--- src/rtl/fir_pkg.sv ---
// rtl/fir_pkg.sv - shared defaults and FSM state encoding for the FIR sample controller
package fir_pkg;

  localparam int FIR_DATA_WIDTH = 32;
  localparam int FIR_TAP_COUNT  = 8;

  typedef enum logic [1:0] {
    ST_IDLE        = 2'd0,
    ST_FEED        = 2'd1,
    ST_WAIT_RESULT = 2'd2,
    ST_WRITE       = 2'd3
  } fir_state_e;

endpackage

--- src/rtl/fir_tap_bank.sv ---
// rtl/fir_tap_bank.sv - coefficient registers with address check and rejected-write strobe
module fir_tap_bank
  import fir_pkg::*;
#(
  parameter int TAP_COUNT  = FIR_TAP_COUNT,
  parameter int DATA_WIDTH = FIR_DATA_WIDTH
) (
  input  logic                                clock,
  input  logic                                reset,
  input  logic                                i_idle,
  input  logic                                i_cfg_wr_en,
  input  logic [7:0]                          i_cfg_addr,
  input  logic [DATA_WIDTH-1:0]               i_cfg_data,
  output logic [TAP_COUNT-1:0][DATA_WIDTH-1:0] o_taps,
  output logic                                o_cfg_err
);

  localparam logic [8:0] ADDR_LIMIT = 9'(TAP_COUNT);

  logic [TAP_COUNT-1:0][DATA_WIDTH-1:0] r_taps;
  logic                                 r_cfg_err;
  logic                                 w_accept;

  // i_idle is the registered FSM state, so taps freeze for the whole busy period
  assign w_accept = i_cfg_wr_en && i_idle && ({1'b0, i_cfg_addr} < ADDR_LIMIT);

  always_ff @(posedge clock or posedge reset) begin
    if (reset) begin
      r_taps    <= '0;
      r_cfg_err <= 1'b0;
    end else begin
      r_cfg_err <= i_cfg_wr_en && !w_accept;
      for (int i = 0; i < TAP_COUNT; i++) begin
        if (w_accept && (i_cfg_addr == 8'(i))) begin
          r_taps[i] <= i_cfg_data;
        end
      end
    end
  end

  assign o_taps    = r_taps;
  assign o_cfg_err = r_cfg_err;

endmodule

--- src/rtl/fir_ctrl.sv ---
// rtl/fir_ctrl.sv - moves samples from an input FIFO into a FIR engine and its results to an output FIFO
module fir_ctrl
  import fir_pkg::*;
#(
  parameter int TAP_COUNT         = FIR_TAP_COUNT,
  parameter int DATA_WIDTH        = FIR_DATA_WIDTH,
  parameter int DECIMATION_FACTOR = 1
) (
  input  logic                                clock,
  input  logic                                reset,
  input  logic                                enable,
  input  logic                                in_empty,
  input  logic [DATA_WIDTH-1:0]               in_dout,
  output logic                                in_rd_en,
  input  logic                                fir_rd_en,
  output logic [DATA_WIDTH-1:0]               fir_data,
  output logic                                fir_data_valid,
  input  logic                                fir_done,
  input  logic [DATA_WIDTH-1:0]               fir_result,
  input  logic                                out_full,
  output logic                                out_wr_en,
  output logic [DATA_WIDTH-1:0]               out_din,
  input  logic                                cfg_wr_en,
  input  logic [7:0]                          cfg_addr,
  input  logic [DATA_WIDTH-1:0]               cfg_data,
  output logic [TAP_COUNT-1:0][DATA_WIDTH-1:0] taps,
  output logic                                cfg_err,
  output logic                                busy,
  output logic [31:0]                         result_count
);

  localparam logic [7:0] LAST_FEED = 8'(DECIMATION_FACTOR - 1);

  fir_state_e            r_state;
  fir_state_e            w_next_state;
  logic [7:0]            r_feed_cnt;
  logic [DATA_WIDTH-1:0] r_result_q;
  logic [31:0]           r_result_count;
  logic                  w_xfer;
  logic                  w_last_feed;
  logic                  w_write;

  assign w_xfer      = (r_state == ST_FEED) && !in_empty && fir_rd_en;
  assign w_last_feed = (r_feed_cnt == LAST_FEED);
  assign w_write     = (r_state == ST_WRITE) && !out_full;

  always_ff @(posedge clock or posedge reset) begin
    if (reset) begin
      r_state        <= ST_IDLE;
      r_feed_cnt     <= '0;
      r_result_q     <= '0;
      r_result_count <= '0;
    end else begin
      r_state <= w_next_state;
      if (w_xfer) begin
        r_feed_cnt <= w_last_feed ? 8'd0 : r_feed_cnt + 8'd1;
      end
      if ((r_state == ST_WAIT_RESULT) && fir_done) begin
        r_result_q <= fir_result;
      end
      if (w_write) begin
        r_result_count <= r_result_count + 32'd1;
      end
    end
  end

  // enable is only sampled at frame boundaries so a started frame always completes
  always_comb begin
    w_next_state = r_state;
    case (r_state)
      ST_IDLE:        if (enable) w_next_state = ST_FEED;
      ST_FEED:        if (w_xfer && w_last_feed) w_next_state = ST_WAIT_RESULT;
      ST_WAIT_RESULT: if (fir_done) w_next_state = ST_WRITE;
      ST_WRITE:       if (!out_full) w_next_state = enable ? ST_FEED : ST_IDLE;
      default:        w_next_state = ST_IDLE;
    endcase
  end

  always_comb begin
    in_rd_en       = 1'b0;
    fir_data_valid = 1'b0;
    fir_data       = '0;
    out_wr_en      = 1'b0;
    out_din        = '0;
    busy           = (r_state != ST_IDLE);
    if (w_xfer) begin
      in_rd_en       = 1'b1;
      fir_data_valid = 1'b1;
      fir_data       = in_dout;
    end
    if (w_write) begin
      out_wr_en = 1'b1;
      out_din   = r_result_q;
    end
  end

  assign result_count = r_result_count;

  fir_tap_bank #(
    .TAP_COUNT  (TAP_COUNT),
    .DATA_WIDTH (DATA_WIDTH)
  ) u_tap_bank (
    .clock       (clock),
    .reset       (reset),
    .i_idle      (r_state == ST_IDLE),
    .i_cfg_wr_en (cfg_wr_en),
    .i_cfg_addr  (cfg_addr),
    .i_cfg_data  (cfg_data),
    .o_taps      (taps),
    .o_cfg_err   (cfg_err)
  );

endmodule

--- config.mk ---
export PLATFORM = sky130hd
export DESIGN_NAME = fir_ctrl
export DESIGN_NICKNAME = d
export VERILOG_FILES = /design/src/rtl/fir_pkg.sv /design/src/rtl/fir_tap_bank.sv /design/src/rtl/fir_ctrl.sv
export SDC_FILE = /design/constraint.sdc
export NUM_CORES = 1
export LEC_CHECK = 0
export BUFFER_PORTS_ARGS = -buffer_cell sky130_fd_sc_hd__buf_2
export CAP_MARGIN = 5
export CORE_AREA = 4 4 183 185
export DETAILED_ROUTE_END_ITERATION = 16
export DIE_AREA = 0 0 187 189
export PLACE_DENSITY_LB_ADDON = 0.15
export SLEW_MARGIN = 5
export SYNTH_ARGS = -nofsm -noshare
export SYNTH_HDL_FRONTEND = slang
export SYNTH_SLANG_ARGS = --single-unit
--- constraint.sdc ---
create_clock -name clock -period 17.1 [get_ports clock]
set_input_delay 0 -clock clock [delete_from_list [all_inputs] [get_ports clock]]
set_output_delay 0 -clock clock [all_outputs]
set_load 0.01 [all_outputs]
==> impl_metrics.ini <==
[synthesis]
syn-num-nets = 1014
synth_area_leaders = dfrtp_1 (62%), mux2_2 (23%), and2_1 (3.1%)
syn-cell-area_mm2 = 0.01337
yosysSeqAreaShare_pct = 61.96
postSynthAreaPerCell_um2 = 14.95
synth_top_area_share_pct = 61.96
synth-edff-count = 0
yosys.area.top_type = dfrtp_1
syn-instance-count = 894
synthFlopType = dfrtp_1
async_reset_ff_share_pct = 100.0
yosysWarnings = 0
ys_ff_latch = 331
yosysUniqueCellTypes = 38

[clock_tree]
cts_tree = done
h-tree-depth = 2
clock_sinks = 331
cts-root-buf = clkbuf_16
insertion_delay_ps = 520
clk_pin_slew_ps = 60
cts_buffer_depth = 3
ctsResizeCount = 0
cts_buffers = 38

[sta]
fmax_ghz = 0.3062
worst_pin_slew_ps = 1097
grt_setup_unrepaired = no
layout_min_cycle_time_ps = 3266
drv_slew = 0
layout_worst_path_cycle_share_pct = 19.10
hold_viol = 0
finClkSkew_ps = 15.70
setup_viol = 0
max_slew_margin_pct = 26.26
setup_ws_ps = 13830
setup_tns_ps = 0

[hold_path]
hold_path_class = in2reg

[setup_path]
crit_chain = inv_1, ha_1, and3b_1, nand4_1, a2111oi_0, a2bb2oi_1, dlygate4sd3_1
critical_path_required_ps = 17540
critPathCaptureType = register
worstPathArrival_ps = 3710
crit_family = simple AND/OR/NAND/NOR gates
crit_type = reg2reg
crit_buf_inv = 2
critPathMaxFanout = 45
cp-start-kind = register
cp_slowest_stage_delay_ps = 910
rrSetupSlack_ps = 13830
cp_slowest_cell = and3b_1

[layout]
layout-drive-gt1-share_pct = 55.78
final_area_mm2 = 0.01793
nets = 1559
nFillCells = 2737
area_growth_pct = 34.16
register_area_mm2 = 0.008283
n_antenna_cell = 0
final_cell_mix = buf_2 (468), dfrtp_1 (331), mux2_2 (270), dlygate4sd3_1 (70), and2_1 (66)
final_common_cell = buf_2
multi_input_area_mm2 = 0.004780

[drt]
drc = 0
dr.pass1.iters = 4
drtIter0Drc = 404
via_per_inst = 4.950
ant_nets = 0
vias = 9262
post_drt_wl_per_cell_um = 20.16
drt-total-wl_um = 37730

[floorplan]
dieWidth_um = 187
ios = 469
fp.dieArea_mm2 = 0.03534
core_area_mm2 = 0.03204
core.rowCount = 66
die_y_um = 189
start_util_pct = 41.72

[place]
hpwl_um = 26020
pre_cts_slack_ps = 14020
gp_congestion = 0.8093
place_area_mm2 = 0.01603
portBuffers = 468

[grt]
antenna_found_initial = 3
grt_pass1_wl_um = 57810
grt_pass1_vias = 9607
grt-ovfl-total = 0
gr-usage-all-layers_pct = 20.80
grt_max_degree = 114

[run]
maxCapViolCount = 0

[pwr]
p_leak_nw = 10.08
powerDensity_mw_per_mm2 = 109.7
vdd.ir_drop.worst_v = 0.00007060

[outcome]
outcome = finished, final reports clean
-- sequential cells by signal, indices dropped and copies added (netlist names) --
signal,count
result_count,32
r_state,2
r_feed_cnt,8
u_tap_bank.o_cfg_err,1
u_tap_bank.o_taps,256
r_result_q,32
-- cell type report --
cell class | count | area share (%)
clock buffer | 58 | 6.397
inverter | 10 | 0.2512
timing repair buffer | 547 | 17.34
tap | 408 | 2.846
sequential | 331 | 46.18
clock inverter | 6 | 0.3279
multi-input combinational | 511 | 26.65
-- worst reg2reg max path, cell delays in order (launching register included) --
cell           delay, ps
dfrtp_1              420
inv_1                120
ha_1                 210
and3b_1              910
nand4_1              280
a2111oi_0            540
a2bb2oi_1            180
dlygate4sd3_1        550
-- worst paths after layout --
check / end / startpoint / depth (start not counted)
worst max-delay path: r_state[0]$_DFFE_PP0P_ / r_state[1]$_DFFE_PP0P_ / 7
worst min-delay path: u_tap_bank.o_taps[247]$_DFFE_PP0P_ / cfg_addr[1] / 3
worst max register to register: r_state[0]$_DFFE_PP0P_ / r_state[1]$_DFFE_PP0P_ / 7
worst min register to register: u_tap_bank.o_taps[0]$_DFFE_PP0P_ / u_tap_bank.o_taps[0]$_DFFE_PP0P_ / 1
max in group asynchronous: u_tap_bank.o_taps[29]$_DFFE_PP0P_ / reset / 5
min in group asynchronous: r_result_q[4]$_DFFE_PP0P_ / reset / 3
-- metrics by stage --
step / power (mW) / util, % / std cells / hold WS (ps)
final: 1.968 / 55.97 / 1871 / 61.94
after global routing: 2.064 / 55.97 / 1871 / 102.8
after CTS: 1.996 / 55.97 / 1871 / 63.10
after detailed placement: 1.196 / 50.02 / 1737 / 222.8
after global placement: 1.188 / 50.02 / 1737 / 227.4
after floorplan: 1.076 / - / 894 / 131.7
-- synthesized netlist by cell type, types with 10 or more instances --
| cell | number |
|---|---|
| dfrtp_1 | 331 |
| nor2_1 | 10 |
| nand3_1 | 13 |
| mux2_2 | 270 |
| buf_6 | 12 |
| mux2_1 | 21 |
| clkbuf_1 | 14 |
| nand4_1 | 19 |
| and2_1 | 66 |
| inv_1 | 10 |
| xnor2_1 | 29 |
| nand2_1 | 17 |
-- kinds of logic (layout without fill, tap and decap cells) --
kind of cell	Yosys count	after routing	synth area share, %
XOR/XNOR	36	36	2.359
AO/OA/AOI/OAI	10	10	0.5242
adder cells (fa/ha/maj)	8	8	0.7488
AND/OR/NAND/NOR	166	166	7.563
multiplexers	291	291	24.51
flip-flops	331	331	61.96
buffers and inverters	52	621	2.331
-- power by group --
part | total (mW) | switching, mW | internal, mW | leakage [nW]
registers | 0.899 | 0.0428 | 0.856 | 4.53
logic | 0.295 | 0.149 | 0.146 | 4.97
clock network | 0.774 | 0.311 | 0.462 | 0.589
total | 1.97 | 0.503 | 1.47 | 10.1
-- metal layers --
layer | up-vias | track usage [%] | part of all wire [%]
met2 | 349 | 36.14 | 50
li1 | 4225 | - | -
met4 | 2 | 6.001 | 2.8
met1 | 4622 | 25.96 | 41
met5 | - | 0 | 0.019
met3 | 64 | 5.236 | 6.5
-- repair_timing --
| item | in CTS | in global routing |
|---|---|---|
| hold buffers | 70 | 0 |
| endpoints found under the hold margin | 406 | 0 |
| setup endpoints to repair | 0 | 0 |
| setup buffers | 0 | 0 |
Note: power is estimated with default switching activity, not from simulation.
